File: src/rtl/wb_merge_pkg.sv
// Shared register-file widths, write-enable encodings and the deferred-result entry type.
package wb_merge_pkg;

  localparam int          RegNumLog2   = 5;
  localparam int          RegW         = 32;
  localparam int          WbFifoDepth  = 2;
  localparam logic        WriteEnable  = 1'b1;
  localparam logic        WriteDisable = 1'b0;
  localparam logic [31:0] ZeroWord     = 32'h0;

  typedef logic [RegW-1:0]       reg_word_t;
  typedef logic [RegNumLog2-1:0] reg_addr_t;

  typedef struct packed {
    logic      vld;
    reg_addr_t addr;
    reg_word_t dat;
  } wb_entry_t;

  // Register 0 is hard-wired, so it never matches a pending write.
  function automatic logic addr_hit(input reg_addr_t q, input reg_addr_t a);
    return (q != '0) && (q == a);
  endfunction

endpackage

File: src/rtl/wb_fifo.sv
// Circular buffer of deferred write-backs with same-address kill and youngest-match lookup.
// Push/pop take effect at the clock edge; the caller guarantees no push when full and no pop when empty.
module wb_fifo
  import wb_merge_pkg::*;
#(
  parameter int  DEPTH = WbFifoDepth,
  localparam int PW    = $clog2(DEPTH)
) (
  input  logic          clk,
  input  logic          rst,
  input  logic          push_i,
  input  reg_addr_t     push_addr_i,
  input  reg_word_t     push_data_i,
  input  logic          pop_i,
  input  logic          kill_i,
  input  reg_addr_t     kill_addr_i,
  input  reg_addr_t     raddr1_i,
  input  reg_addr_t     raddr2_i,
  output logic          busy1_o,
  output logic          busy2_o,
  output reg_word_t     fwd1_o,
  output reg_word_t     fwd2_o,
  output logic          head_vld_o,
  output reg_addr_t     head_addr_o,
  output reg_word_t     head_data_o,
  output logic [PW:0]   count_o
);

  wb_entry_t       mem_q [DEPTH];
  wb_entry_t       mem_d [DEPTH];
  logic [PW-1:0]   wr_ptr_q, rd_ptr_q;
  logic [PW:0]     count_q;
  logic [PW-1:0]   idx;

  // Kill is applied last so it also catches an entry written in the same edge.
  always_comb begin
    mem_d = mem_q;
    if (pop_i) mem_d[rd_ptr_q].vld = 1'b0;
    if (push_i) begin
      mem_d[wr_ptr_q].vld  = 1'b1;
      mem_d[wr_ptr_q].addr = push_addr_i;
      mem_d[wr_ptr_q].dat  = push_data_i;
    end
    if (kill_i) begin
      for (int i = 0; i < DEPTH; i++) begin
        if (mem_d[i].addr == kill_addr_i) mem_d[i].vld = 1'b0;
      end
    end
  end

  always_ff @(posedge clk or negedge rst) begin
    if (!rst) begin
      mem_q    <= '{default: '0};
      wr_ptr_q <= '0;
      rd_ptr_q <= '0;
      count_q  <= '0;
    end else begin
      mem_q    <= mem_d;
      wr_ptr_q <= wr_ptr_q + PW'(push_i);
      rd_ptr_q <= rd_ptr_q + PW'(pop_i);
      count_q  <= count_q + (PW+1)'(push_i) - (PW+1)'(pop_i);
    end
  end

  // Walk oldest to youngest so the last hit wins.
  always_comb begin
    busy1_o = 1'b0;
    busy2_o = 1'b0;
    fwd1_o  = ZeroWord;
    fwd2_o  = ZeroWord;
    idx     = '0;
    for (int k = 0; k < DEPTH; k++) begin
      idx = rd_ptr_q + PW'(k);
      if (mem_q[idx].vld && addr_hit(raddr1_i, mem_q[idx].addr)) begin
        busy1_o = 1'b1;
        fwd1_o  = mem_q[idx].dat;
      end
      if (mem_q[idx].vld && addr_hit(raddr2_i, mem_q[idx].addr)) begin
        busy2_o = 1'b1;
        fwd2_o  = mem_q[idx].dat;
      end
    end
  end

  assign head_vld_o  = mem_q[rd_ptr_q].vld;
  assign head_addr_o = mem_q[rd_ptr_q].addr;
  assign head_data_o = mem_q[rd_ptr_q].dat;
  assign count_o     = count_q;

endmodule

File: src/rtl/wb_merge.sv
// Merges pipeline write-back (priority, 1 cycle) with deferred long-latency results into one regfile port.
// Port B is back-pressured only by FIFO occupancy; port A is never stalled.
module wb_merge
  import wb_merge_pkg::*;
#(
  parameter int DEPTH = WbFifoDepth
) (
  input  logic      clk,
  input  logic      rst,
  input  logic      a_we,
  input  reg_addr_t a_waddr,
  input  reg_word_t a_wdata,
  input  logic      b_valid,
  output logic      b_ready,
  input  reg_addr_t b_waddr,
  input  reg_word_t b_wdata,
  input  reg_addr_t raddr1,
  input  reg_addr_t raddr2,
  output logic      busy1,
  output logic      busy2,
  output reg_word_t fwd1,
  output reg_word_t fwd2,
  output logic      we,
  output reg_addr_t waddr,
  output reg_word_t wdata
);

  localparam int PW = $clog2(DEPTH);

  logic        a_wr, b_keep, fifo_empty, pop, push, bypass;
  logic        head_vld;
  reg_addr_t   head_addr;
  reg_word_t   head_data;
  logic [PW:0] count;

  logic        we_q, we_d;
  reg_addr_t   waddr_q, waddr_d;
  reg_word_t   wdata_q, wdata_d;

  assign a_wr       = (a_we == WriteEnable) && (a_waddr != '0);
  assign b_ready    = rst && (count < (PW+1)'(DEPTH));
  assign b_keep     = b_valid && b_ready && (b_waddr != '0);
  assign fifo_empty = (count == '0);
  assign pop        = !a_wr && !fifo_empty;
  assign bypass     = !a_wr && fifo_empty && b_keep;
  assign push       = b_keep && !bypass;

  wb_fifo #(.DEPTH(DEPTH)) u_fifo (
    .clk         (clk),
    .rst         (rst),
    .push_i      (push),
    .push_addr_i (b_waddr),
    .push_data_i (b_wdata),
    .pop_i       (pop),
    .kill_i      (a_wr),
    .kill_addr_i (a_waddr),
    .raddr1_i    (raddr1),
    .raddr2_i    (raddr2),
    .busy1_o     (busy1),
    .busy2_o     (busy2),
    .fwd1_o      (fwd1),
    .fwd2_o      (fwd2),
    .head_vld_o  (head_vld),
    .head_addr_o (head_addr),
    .head_data_o (head_data),
    .count_o     (count)
  );

  // A killed head is still popped, but produces an idle cycle.
  always_comb begin
    we_d    = WriteDisable;
    waddr_d = waddr_q;
    wdata_d = wdata_q;
    if (a_wr) begin
      we_d    = WriteEnable;
      waddr_d = a_waddr;
      wdata_d = a_wdata;
    end else if (pop) begin
      if (head_vld) begin
        we_d    = WriteEnable;
        waddr_d = head_addr;
        wdata_d = head_data;
      end
    end else if (bypass) begin
      we_d    = WriteEnable;
      waddr_d = b_waddr;
      wdata_d = b_wdata;
    end
  end

  always_ff @(posedge clk or negedge rst) begin
    if (!rst) begin
      we_q    <= WriteDisable;
      waddr_q <= '0;
      wdata_q <= ZeroWord;
    end else begin
      we_q    <= we_d;
      waddr_q <= waddr_d;
      wdata_q <= wdata_d;
    end
  end

  assign we    = we_q;
  assign waddr = waddr_q;
  assign wdata = wdata_q;

endmodule

File: config.mk
export PLATFORM = sky130hd
export DESIGN_NAME = wb_merge
export DESIGN_NICKNAME = d
export VERILOG_FILES = /design/src/rtl/wb_merge_pkg.sv /design/src/rtl/wb_fifo.sv /design/src/rtl/wb_merge.sv
export SDC_FILE = /design/constraint.sdc
export NUM_CORES = 1
export LEC_CHECK = 0
export BUFFER_PORTS_ARGS = -buffer_cell sky130_fd_sc_hd__buf_2
export CAP_MARGIN = 15
export CORE_AREA = 2 2 127 129
export DETAILED_ROUTE_END_ITERATION = 10
export DIE_AREA = 0 0 129 131
export GPL_TIMING_DRIVEN = 1
export PLACE_DENSITY = 0.92
export SLEW_MARGIN = 0
export SYNTH_ARGS = -nofsm -noshare
export SYNTH_HDL_FRONTEND = slang
export SYNTH_SLANG_ARGS = --single-unit
File: constraint.sdc
create_clock -name clk -period 2.84 [get_ports clk]
set_input_delay 0.142 -clock clk [delete_from_list [all_inputs] [get_ports clk]]
set_output_delay 0.142 -clock clk [all_outputs]
set_load 0.005 [all_outputs]
After elaboration in Yosys (flattened, before gate mapping). Index checks and enable logic that the tools add are counted.

Bits in registers: 118. Bits of input ports: 88. Output and inout bits: 105. Word-level logic and storage cells: 105.

Add/subtract/negate cells: 5. Order comparisons: 6. Eq/ne operators: 7. Muxes and demuxes: 44. Bitwise gates (word level): 3. Reduce and logical (&&, ||, !) cells: 28.

Operators by type and width (number): 76-bit bitwise mux (4); 38-bit two-way mux (8); 32-bit two-way mux (9); 38-bit demux with 1-bit select (4); 76-bit two-way mux (2); 37-bit two-way mux (1); 5-bit == test (6); 5-bit two-way mux (4); 5-bit nonzero test (4); 1-bit logical AND (18); 1-bit two-way mux (12); 2-bit greater-or-equal comparator, second input constant (3); 1-bit inverter with 2-bit output (3); 2-bit by 1-bit < comparator with 1-bit output, second input constant (2); 1-bit zero test (3); 3-bit inequality test, second input constant (1); 3-bit nonzero test (1); 1-bit adder (2); 2-bit by 1-bit adder with 2-bit output (1); 2-bit zero test (1); 2-bit < comparator, second input constant (1); 2-bit AND reduction (1); 2-bit by 1-bit subtractor with 2-bit output (1); 1-bit adder, second input constant (1).

Depth between registers and ports, before layout. Gate-level depths: netlist of the first run.

Word-level depth: 14. Gate-level depth with buffers: 10.

Cells and area by module. A second synthesis of the first run with hierarchy kept.

Cells, all modules: 1052. Area total of the unflattened synthesis: 9352.7 um^2.

By module, submodules not included: wb_fifo (instances 1, cells an instance 876, area each 6955.4 um^2); wb_merge (instances 1, cells an instance 176, area each 2397.3 um^2).

Worst setup path before layout of the first run. OpenSTA, ideal clock, no wires.

Kind: reg2out. Start: reg u_fifo.rd_ptr_q. End: out fwd2[14]. Arrival time: 2.041 ns. Slack: 0.657 ns. Stages on the path, launching flop included: 11. Buffers on the path: 4. Cells stage by stage: dfrtp_1 > buf_6 > buf_6 > mux2i_2 > xor2_1 > nand4_1 > nor4_2 > buf_4 > buf_6 > nand3_1 > a32oi_1.

Cells in the longest elaborated chain, start to end: 9. Elaborated cells between the ends (all ways): 17. Classes of those cells: add/sub (1); eq/ne (2); mux (8); bitwise (2); reduce/logical (4).

Ends and longest elaborated chain: start, declared (RTL line wb_fifo.sv:31) `logic [PW-1:0] wr_ptr_q, rd_ptr_q;`; start signal, assigned (RTL line wb_fifo.sv:60) `rd_ptr_q <= rd_ptr_q + PW'(pop_i);`; 1-bit adder or 1-bit inverter with 2-bit output (tied branches) (RTL line wb_fifo.sv:73, wb_fifo.sv:78, wb_fifo.sv:80); 1-bit inverter with 2-bit output (implied by the code) or 38-bit two-way mux (tied branches) (RTL line wb_fifo.sv:78, wb_fifo.sv:80); 38-bit two-way mux (implied by the code) (RTL line wb_fifo.sv:78) `if (mem_q[idx].vld && addr_hit(raddr2_i, mem_q[idx].addr)) begin`; 38-bit two-way mux, on equally long branches (RTL line wb_fifo.sv:78, wb_fifo.sv:80); 38-bit two-way mux (implied by the code) or 5-bit == test (tied branches) (RTL line wb_fifo.sv:78, wb_merge_pkg.sv:22); 5-bit == test or 1-bit logical AND (tied branches) (RTL line wb_merge_pkg.sv:22) `return (q != '0) && (q == a);`; 1-bit logical AND, on equally long branches (RTL line wb_merge_pkg.sv:22, wb_fifo.sv:78); 1-bit logical AND or 32-bit two-way mux (tied branches) (RTL line wb_fifo.sv:78); 32-bit two-way mux * (RTL line wb_fifo.sv:78); end, declared (RTL line wb_merge.sv:22) `output reg_word_t fwd2,`.

Every way passes the cells marked *; elsewhere a longest branch is shown, timed or not. The select of a mux whose other input is x is not followed.

Worst setup path after layout of the first run.
Start: reg u_fifo.rd_ptr_q. End: out fwd1[20].

Cells in the longest elaborated chain, start to end: 9. Elaborated cells between the ends (all ways): 17. Classes of those cells: add/sub (1); eq/ne (2); mux (8); bitwise (2); reduce/logical (4).

Ends and longest elaborated chain: 1-bit adder or 1-bit inverter with 2-bit output (tied branches) (RTL line wb_fifo.sv:73, wb_fifo.sv:74, wb_fifo.sv:76); 1-bit inverter with 2-bit output (implied by the code) or 38-bit two-way mux (tied branches) (RTL line wb_fifo.sv:74, wb_fifo.sv:76); 38-bit two-way mux (implied by the code) (RTL line wb_fifo.sv:74) `if (mem_q[idx].vld && addr_hit(raddr1_i, mem_q[idx].addr)) begin`; 38-bit two-way mux, on equally long branches (RTL line wb_fifo.sv:74, wb_fifo.sv:76); 38-bit two-way mux (implied by the code) or 5-bit == test (tied branches) (RTL line wb_fifo.sv:74, wb_merge_pkg.sv:22); 5-bit == test or 1-bit logical AND (tied branches) (RTL line wb_merge_pkg.sv:22); 1-bit logical AND, on equally long branches (RTL line wb_merge_pkg.sv:22, wb_fifo.sv:74); 1-bit logical AND or 32-bit two-way mux (tied branches) (RTL line wb_fifo.sv:74); 32-bit two-way mux * (RTL line wb_fifo.sv:74); end, declared (RTL line wb_merge.sv:21) `output reg_word_t fwd1,`.

Marks and branches as above.

==> results.sh, run 1 <==
export IMPL_rsz0062_at_grt="true"
export IMPL_top_usage_layer="met2"
export IMPL_hpwl_um=16990
export IMPL_die_area_um2=16900
export IMPL_numCtsBuffers=17
export IMPL_criticalPathCategory="reg -> out"
export IMPL_cap_violations=0
export IMPL_irDropWorstVdd_mv=0.7299
export IMPL_area_growth_pct=40.36
export IMPL_place_congestion=0.9297
export IMPL_start_util=0.5353
export IMPL_crit_chain="buf_12 -> mux2i_4 -> xnor2_2 -> nor4_4 -> and3_4 -> buf_6 -> buf_16 -> nand2_1 -> a32oi_2 -> buf_2"
export IMPL_ys_flop_type="dfrtp_1"
export IMPL_grt_pass1_vias=8756
export IMPL_cp_end_kind="output pin"
export IMPL_grt_use_met3=0.09365
export IMPL_final_hold_viol_count=0
export IMPL_clk_pin_slew_ns=0.06
export IMPL_dieHeight_um=131
export IMPL_first_pass_iters=7
export IMPL_fin_nets=1379
export IMPL_die_w_um=129
export IMPL_slew_headroom=0.4103
export IMPL_synth_cells=1084
export IMPL_post_dp_cell_area_um2=9472
export IMPL_post_route_min_period_ns=3.191
export IMPL_clock_root_buffer="clkbuf_16"
export IMPL_min_from="a_wdata[1]"
export IMPL_stdcell_count=1516
export IMPL_syn_num_nets=1176
export IMPL_critical_path_startpoint="u_fifo.rd_ptr_q$_DFF_PN0_"
export IMPL_gr_total_overflow=0
export IMPL_drt_iter0_markers=1918
export IMPL_cts_tree="yes"
export IMPL_antenna_left=0
export IMPL_worstSkewPairLatency_ns=0.43
export IMPL_ys_top_cells_by_area="dfrtp_1 (35%), nand3_1 (7.8%), nand2_1 (7.4%)"
export IMPL_synth_area_um2=8349
export IMPL_powerDensity_nw_per_um2=1047
export IMPL_synth_edf_count=0
export IMPL_gr_usage_all_layers=0.3453
export IMPL_syn_area_per_cell_um2=7.702
export IMPL_grt_pass1_wl_um=45640
export IMPL_yosysSeqAreaShare=0.3537
export IMPL_core_area_um2=15600
export IMPL_synth_top_area_frac=0.3537
export IMPL_synthArstFlopShare=1.000
export IMPL_route_detailed_drc=0
export IMPL_post_route_util=0.7513
export IMPL_pin_count=193
export IMPL_whs_ns=0.01211
export IMPL_setup_viol=64
export IMPL_drive_gt1_frac=0.3118
export IMPL_max_clock_freq_ghz=0.3133
export IMPL_vias=10320
export IMPL_avgViaCountPerCell=6.807
export IMPL_grtUsageMet1=0.4328
export IMPL_hold_class="in -> reg"
export IMPL_rows=46
export IMPL_critPathLaunchType="flip-flop"
export IMPL_cp_slowest_stage_delay_ns=0.49
export IMPL_setup_ws_ns=-0.3515
export IMPL_slew_viol_final=0
export IMPL_violations="setup timing"
export IMPL_yosys_area_top_type="dfrtp_1"
export IMPL_antenna_found_initial=0
export IMPL_leakage_nw=4.653
export IMPL_port_buffers=192
export IMPL_synth_common_cells="nand2_1 (164), nand3_1 (130), dfrtp_1 (118), a21oi_1 (108), inv_1 (73)"
export IMPL_synth_most_common_cell="nand2_1"
export IMPL_grt_start_max_net_pins=162
export IMPL_status="finished, violations left"
export IMPL_ys_ff_latch=118
export IMPL_use_met2=0.5590
export IMPL_wl_um=34730
export IMPL_worst_ep_arrival_time_ns=3.05
export IMPL_stdcell_area_um2=11720
export IMPL_routedWlPerCell_um=22.91
export IMPL_cts_buffer_depth=2
export IMPL_cp_max_fo=10
export IMPL_skew_ns=0.008634
export IMPL_synth_warnings=0
export IMPL_r2r_start="u_fifo.count_o[1]$_DFF_PN0_"
export IMPL_ys_types=44
export IMPL_required_ns=2.70
export IMPL_finalCritPeriodShare=1.124
export IMPL_tightest_slew_ns=0.8846
export IMPL_ctsHtreeMaxLevel=4
export IMPL_worst_path_max_delay_cell="dfrtp_4"
export IMPL_placed_cells=1411
export IMPL_cts_sinks=118
-- power breakdown --
group | total [mW] | internal, mW | switching (mW)
sequential | 3.80 | 2.51 | 1.28
clock | 2.23 | 1.44 | 0.789
combinational | 6.24 | 2.74 | 3.50
total | 12.3 | 6.70 | 5.57
-- cell type report --
type | instances | area (um^2)
tap | 216 | 270.3
timing repair buffer | 291 | 2381
fill | 1025 | 3879
inverter | 73 | 274.0
antenna | 1 | 2.502
multi-input combinational | 786 | 5234
clock inverter | 8 | 122.6
clock buffer | 23 | 478.0
sequential | 118 | 2957
-- metal layers --
metal	part of all wire	vias up	wire (um)
li1	-	4335	-
met4	0.061	0	2133
met2	0.45	962	15590
met3	0.14	260	4875
met1	0.35	4762	12130
met5	0	-	0
-- worst paths after layout --
kind | to | slack (ns) | cells after the start
setup / recovery | fwd1[20] | -0.35 | 10
hold / removal | wdata[1]$_DFFE_PN0P_ | 0.01 | 3
setup reg to reg | u_fifo.mem_q[75]$_DFF_PN0_ | 0.38 | 7
hold reg to reg | wdata[7]$_DFFE_PN0P_ | 0.47 | 2
max in group asynchronous | wdata[7]$_DFFE_PN0P_ | 0.99 | 4
min in group asynchronous | wdata[15]$_DFFE_PN0P_ | 0.47 | 3
-- logic make-up (layout without fill, tap and decap cells) --
group,Yosys count,after routing,synth area share
simple gates,370,371,0.1957
other cells,0,1,0
mux,55,55,0.06923
fa+ha+maj,4,4,0.005995
xor+xnor,34,34,0.03567
buf+inv,181,395,0.09276
flops,118,118,0.3537
compound gates,322,322,0.2470
-- placed cells by master (no fill, tap or decap), types with 10 or more instances in the layout --
cell | netlist | routed
nor2_1 | 52 | 52
dfrtp_1 | 118 | 117
xnor2_1 | 17 | 16
clkbuf_16 | 0 | 30
inv_1 | 73 | 73
o22ai_1 | 66 | 66
buf_12 | 0 | 14
a211oi_1 | 36 | 36
nand3_1 | 130 | 71
a32oi_1 | 63 | 54
buf_2 | 31 | 191
o21ai_0 | 35 | 35
mux2_2 | 10 | 10
xor2_1 | 17 | 17
nand3_2 | 0 | 56
a21oi_1 | 108 | 98
dlygate4sd3_1 | 0 | 33
mux2i_1 | 41 | 36
buf_4 | 7 | 21
nand2_1 | 164 | 158
-- registers in the layout (all words and copies together), names as in the netlist --
name,count
u_fifo.wr_ptr_q,1
u_fifo.rd_ptr_q,1
wdata,32
u_fifo.mem_q,76
we,1
waddr,5
u_fifo.count_o,2
-- metrics by stage --
stage               worst slack, ns  setup TNS (ns)  power, mW
floorplan                    0.6566               0      6.796
global placement             0.1020               0      8.489
detailed placement          0.09216               0      8.707
CTS                        -0.05067          -1.134      11.36
global route                -0.5554          -13.62      12.87
finish                      -0.3515          -7.629      12.27
-- worst max-delay path, delay by kind of cell (launching register included) --
kind,cells,cell delay (ns)
flops,1,0.49
buf+inv,4,0.59
xor+xnor,1,0.17
simple gates,3,0.84
mux,1,0.20
compound gates,1,0.33
-- what timing repair did --
| action | 4_1_cts | 5_1_grt |
|---|---|---|
| endpoints found under the setup margin | 66 | 65 |
| gates cloned | 7 | 16 |
| hold buffers | 33 | 0 |
| setup buffers | 15 | 4 |
| pin swaps | 35 | 52 |
| endpoints found under the hold margin | 111 | 0 |
| resized for setup | 27 | 98 |
No activity file was read; power rests on OpenSTA's default activity.
==> run 2: changes to the inputs <==
--- a/config.mk
+++ b/config.mk
@@ -7,12 +7,13 @@
 export LEC_CHECK = 0
 export BUFFER_PORTS_ARGS = -buffer_cell sky130_fd_sc_hd__buf_2
 export CAP_MARGIN = 15
-export CORE_AREA = 2 2 127 129
+export CORE_AREA = 2 2 132 134
 export DETAILED_ROUTE_END_ITERATION = 10
-export DIE_AREA = 0 0 129 131
+export DIE_AREA = 0 0 134 136
 export GPL_TIMING_DRIVEN = 1
-export PLACE_DENSITY = 0.92
+export PLACE_DENSITY = 0.93
 export SLEW_MARGIN = 0
 export SYNTH_ARGS = -nofsm -noshare
 export SYNTH_HDL_FRONTEND = slang
+export SYNTH_HIERARCHICAL = 1
 export SYNTH_SLANG_ARGS = --single-unit
==> results.sh, run 2 <==
export IMPL_area_growth_pct=35.02
export IMPL_holdPathEnd="u_fifo/mem_q[32]$_DFF_PN0_"
export IMPL_largest_reg_flops=76
export IMPL_yosysSeqAreaShare=0.3157
export IMPL_final_hold_viol_count=0
export IMPL_final_cell_mix="buf_2 (190), dfrtp_1 (117), nand2_1 (107)"
export IMPL_drt_iter0_markers=1657
export IMPL_max_clock_freq_ghz=0.3169
export IMPL_clk_pin_slew_ns=0.06
export IMPL_stdcell_area_um2=12630
export IMPL_synthArstFlopShare=1.000
export IMPL_grt_pass1_vias=10450
export IMPL_avgViaCountPerCell=7.387
export IMPL_synth_warnings=6
export IMPL_cp_end_kind="output pin"
export IMPL_synth_common_cells="dfrtp_1 (118), nand2_1 (107), mux2_2 (93), clkbuf_1 (81)"
export IMPL_first_pass_iters=8
export IMPL_critical_path_startpoint="u_fifo/rd_ptr_q$_DFF_PN0_"
export IMPL_cts_tree="yes"
export IMPL_ys_ff_latch=118
export IMPL_hpwl_um=20700
export IMPL_yosys_area_top_type="dfrtp_1"
export IMPL_slew_viol_final=0
export IMPL_rows=48
export IMPL_hold_depth=2
export IMPL_vias=11010
export IMPL_r2r_start="u_fifo/rd_ptr_q$_DFF_PN0_"
export IMPL_cap_violations=0
export IMPL_hold_class="in -> reg"
export IMPL_synth_area_um2=9353
export IMPL_place_congestion=0.9119
export IMPL_multiInputGateArea_um2=6332
export IMPL_largest_register="u_fifo/mem_q"
export IMPL_fin_nets=1344
export IMPL_r2r_cells=7
export IMPL_fillerInstances=1050
export IMPL_synth_cells=1052
export IMPL_leakage_nw=5.360
export IMPL_finalCritPeriodShare=1.111
export IMPL_post_route_min_period_ns=3.156
export IMPL_worst_path_max_delay_cell="or4_4"
export IMPL_post_place_ws_ns=0.06851
export IMPL_worstSkewPairLatency_ns=0.44
export IMPL_reg2reg_to="wdata[4]$_DFFE_PN0P_"
export IMPL_grt_pass1_wl_um=56220
export IMPL_ys_flop_type="dfrtp_1"
export IMPL_tns_ns=-15.04
export IMPL_crit_chain="buf_4 -> mux2i_2 -> xnor2_1 -> or4_4 -> buf_12 -> or4_1 -> nand3_1 -> buf_2"
export IMPL_ctsHtreeMaxLevel=4
export IMPL_port_buffers=192
export IMPL_syn_area_per_cell_um2=8.890
export IMPL_drive_gt1_frac=0.4008
export IMPL_ys_top_cells_by_area="dfrtp_1 (32%), mux2_2 (11%), o2111ai_1 (6.0%)"
export IMPL_min_from="b_waddr[0]"
export IMPL_clock_root_buffer="clkbuf_16"
export IMPL_tightest_slew_ns=0.9711
export IMPL_setup_ws_ns=-0.3160
export IMPL_ff_latch_area_um2=2957
export IMPL_path_buf_inv=3
export IMPL_cp_slowest_stage_delay_ns=0.58
export IMPL_route_detailed_drc=0
export IMPL_irDropWorstVdd_mv=0.8291
export IMPL_wl_um=38990
export IMPL_setup_viol=66
export IMPL_skew_ns=0.02101
export IMPL_cts_sinks=118
export IMPL_antenna_cells=0
export IMPL_synth_edf_count=0
export IMPL_cp_max_fo=31
export IMPL_pin_count=193
export IMPL_worst_ep_arrival_time_ns=3.01
export IMPL_placed_cells=1393
export IMPL_criticalPathCategory="reg -> out"
export IMPL_numCtsBuffers=17
export IMPL_routedWlPerCell_um=26.17
export IMPL_powerDensity_nw_per_um2=1111
export IMPL_ys_types=48
export IMPL_gr_usage_all_layers=0.3949
export IMPL_cts_buffer_depth=2
export IMPL_die_w_um=134
export IMPL_syn_num_nets=1144
export IMPL_antenna_left=0
export IMPL_ff2ff_setup_slack_ns=0.16
export IMPL_stdcell_count=1490
export IMPL_grt_start_max_net_pins=79
export IMPL_gr_total_overflow=0
export IMPL_cpLargestDelayFamily="simple AND/OR/NAND/NOR gates"
export IMPL_rsz0062_at_grt="true"
export IMPL_die_area_um2=18220
export IMPL_status="finished, violations left"
export IMPL_synth_most_common_cell="dfrtp_1"
export IMPL_antenna_found_initial=2
export IMPL_core_area_um2=16880
export IMPL_slew_headroom=0.3526
export IMPL_violations="setup timing"
export IMPL_required_ns=2.70
export IMPL_post_dp_cell_area_um2=10490
export IMPL_critPathLaunchType="flip-flop"
export IMPL_dieHeight_um=136
export IMPL_start_util=0.5542
export IMPL_whs_ns=0.03095
export IMPL_final_common_cell="buf_2"
export IMPL_synth_top_area_frac=0.3157
## run 2: cell types whose count changed in the layout (fill, tap and decap cells not counted), sizes merged, moves of 45 or more
cell,previous run,this run
a21oi,108,1
nor3,1,65
mux2,10,112
nor2,52,7
nand3,130,64
o22ai,66,0
nand2,164,107
o2111ai,0,64
## run 2: layout make-up
class	instances	area share
inverter	44	0.01308
clock buffer	23	0.03785
multi-input combinational	767	0.5014
tap	225	0.02229
sequential	118	0.2341
clock inverter	9	0.01169
timing repair buffer	304	0.1795
## run 2: worst max path at each step
stage | to | slack (ns) | cells past startpoint
2_1_floorplan | u_fifo/mem_q[75]$_DFF_PN0_ | 0.07 | 10
3_3_place_gp | fwd1[31] | 0.08 | 7
3_5_place_dp | fwd2[25] | 0.07 | 8
4_1_cts | fwd1[15] | -0.15 | 7
5_1_grt | fwd1[27] | -0.35 | 8
6_report | fwd1[16] | -0.32 | 8
## run 2: metal layers
layer,vias to the layer above,global-route usage,wire (um)
met3,370,0.1152,5045
met2,1067,0.6322,17640
met4,2,0.2518,3170
met5,-,0,11
met1,5126,0.4665,13130
li1,4442,-,-
## run 2: where the power goes
part / total (mW) / internal, mW / switching (mW)
combinational: 8.51 / 3.36 / 5.15
sequential: 3.19 / 2.37 / 0.819
clock: 2.34 / 1.53 / 0.808
total: 14.0 / 7.26 / 6.77
## run 2: cell families (layout without fill, tap and decap cells)
logic type	after synthesis	after routing	synth area share
AOI/OAI and AO/OA	245	245	0.2039
and+or+nand+nor	355	356	0.1965
muxes	127	127	0.1599
adders and majority gates	4	4	0.005351
buffers and inverters	168	380	0.08589
xor gates and xnor gates	35	35	0.03278
DFF	118	118	0.3157
## run 2: metrics by stage
stage | total power, mW | util
6_report | 14.03 | 0.7483
5_1_grt | 14.42 | 0.7483
4_1_cts | 12.67 | 0.7071
3_5_place_dp | 9.600 | 0.6214
3_3_place_gp | 9.321 | 0.6214
2_1_floorplan | 7.321 | -
## run 2: timing repair
action | 4_1_cts | 5_1_grt
gates resized for setup | 66 | 83
hold endpoints to repair | 107 | 0
pin swaps | 15 | 26
hold buffers | 33 | 0
endpoints found under the setup margin | 66 | 118
gates cloned | 6 | 5
buffers inserted | 8 | 16
## run 2: worst reg2reg max path: cells and delay by family, from the launching register on
family,cells,cell delay (ns)
buffers and inverters,3,0.85
multiplexers,2,0.80
flip-flops,1,0.53
AO/OA/AOI/OAI,2,0.36
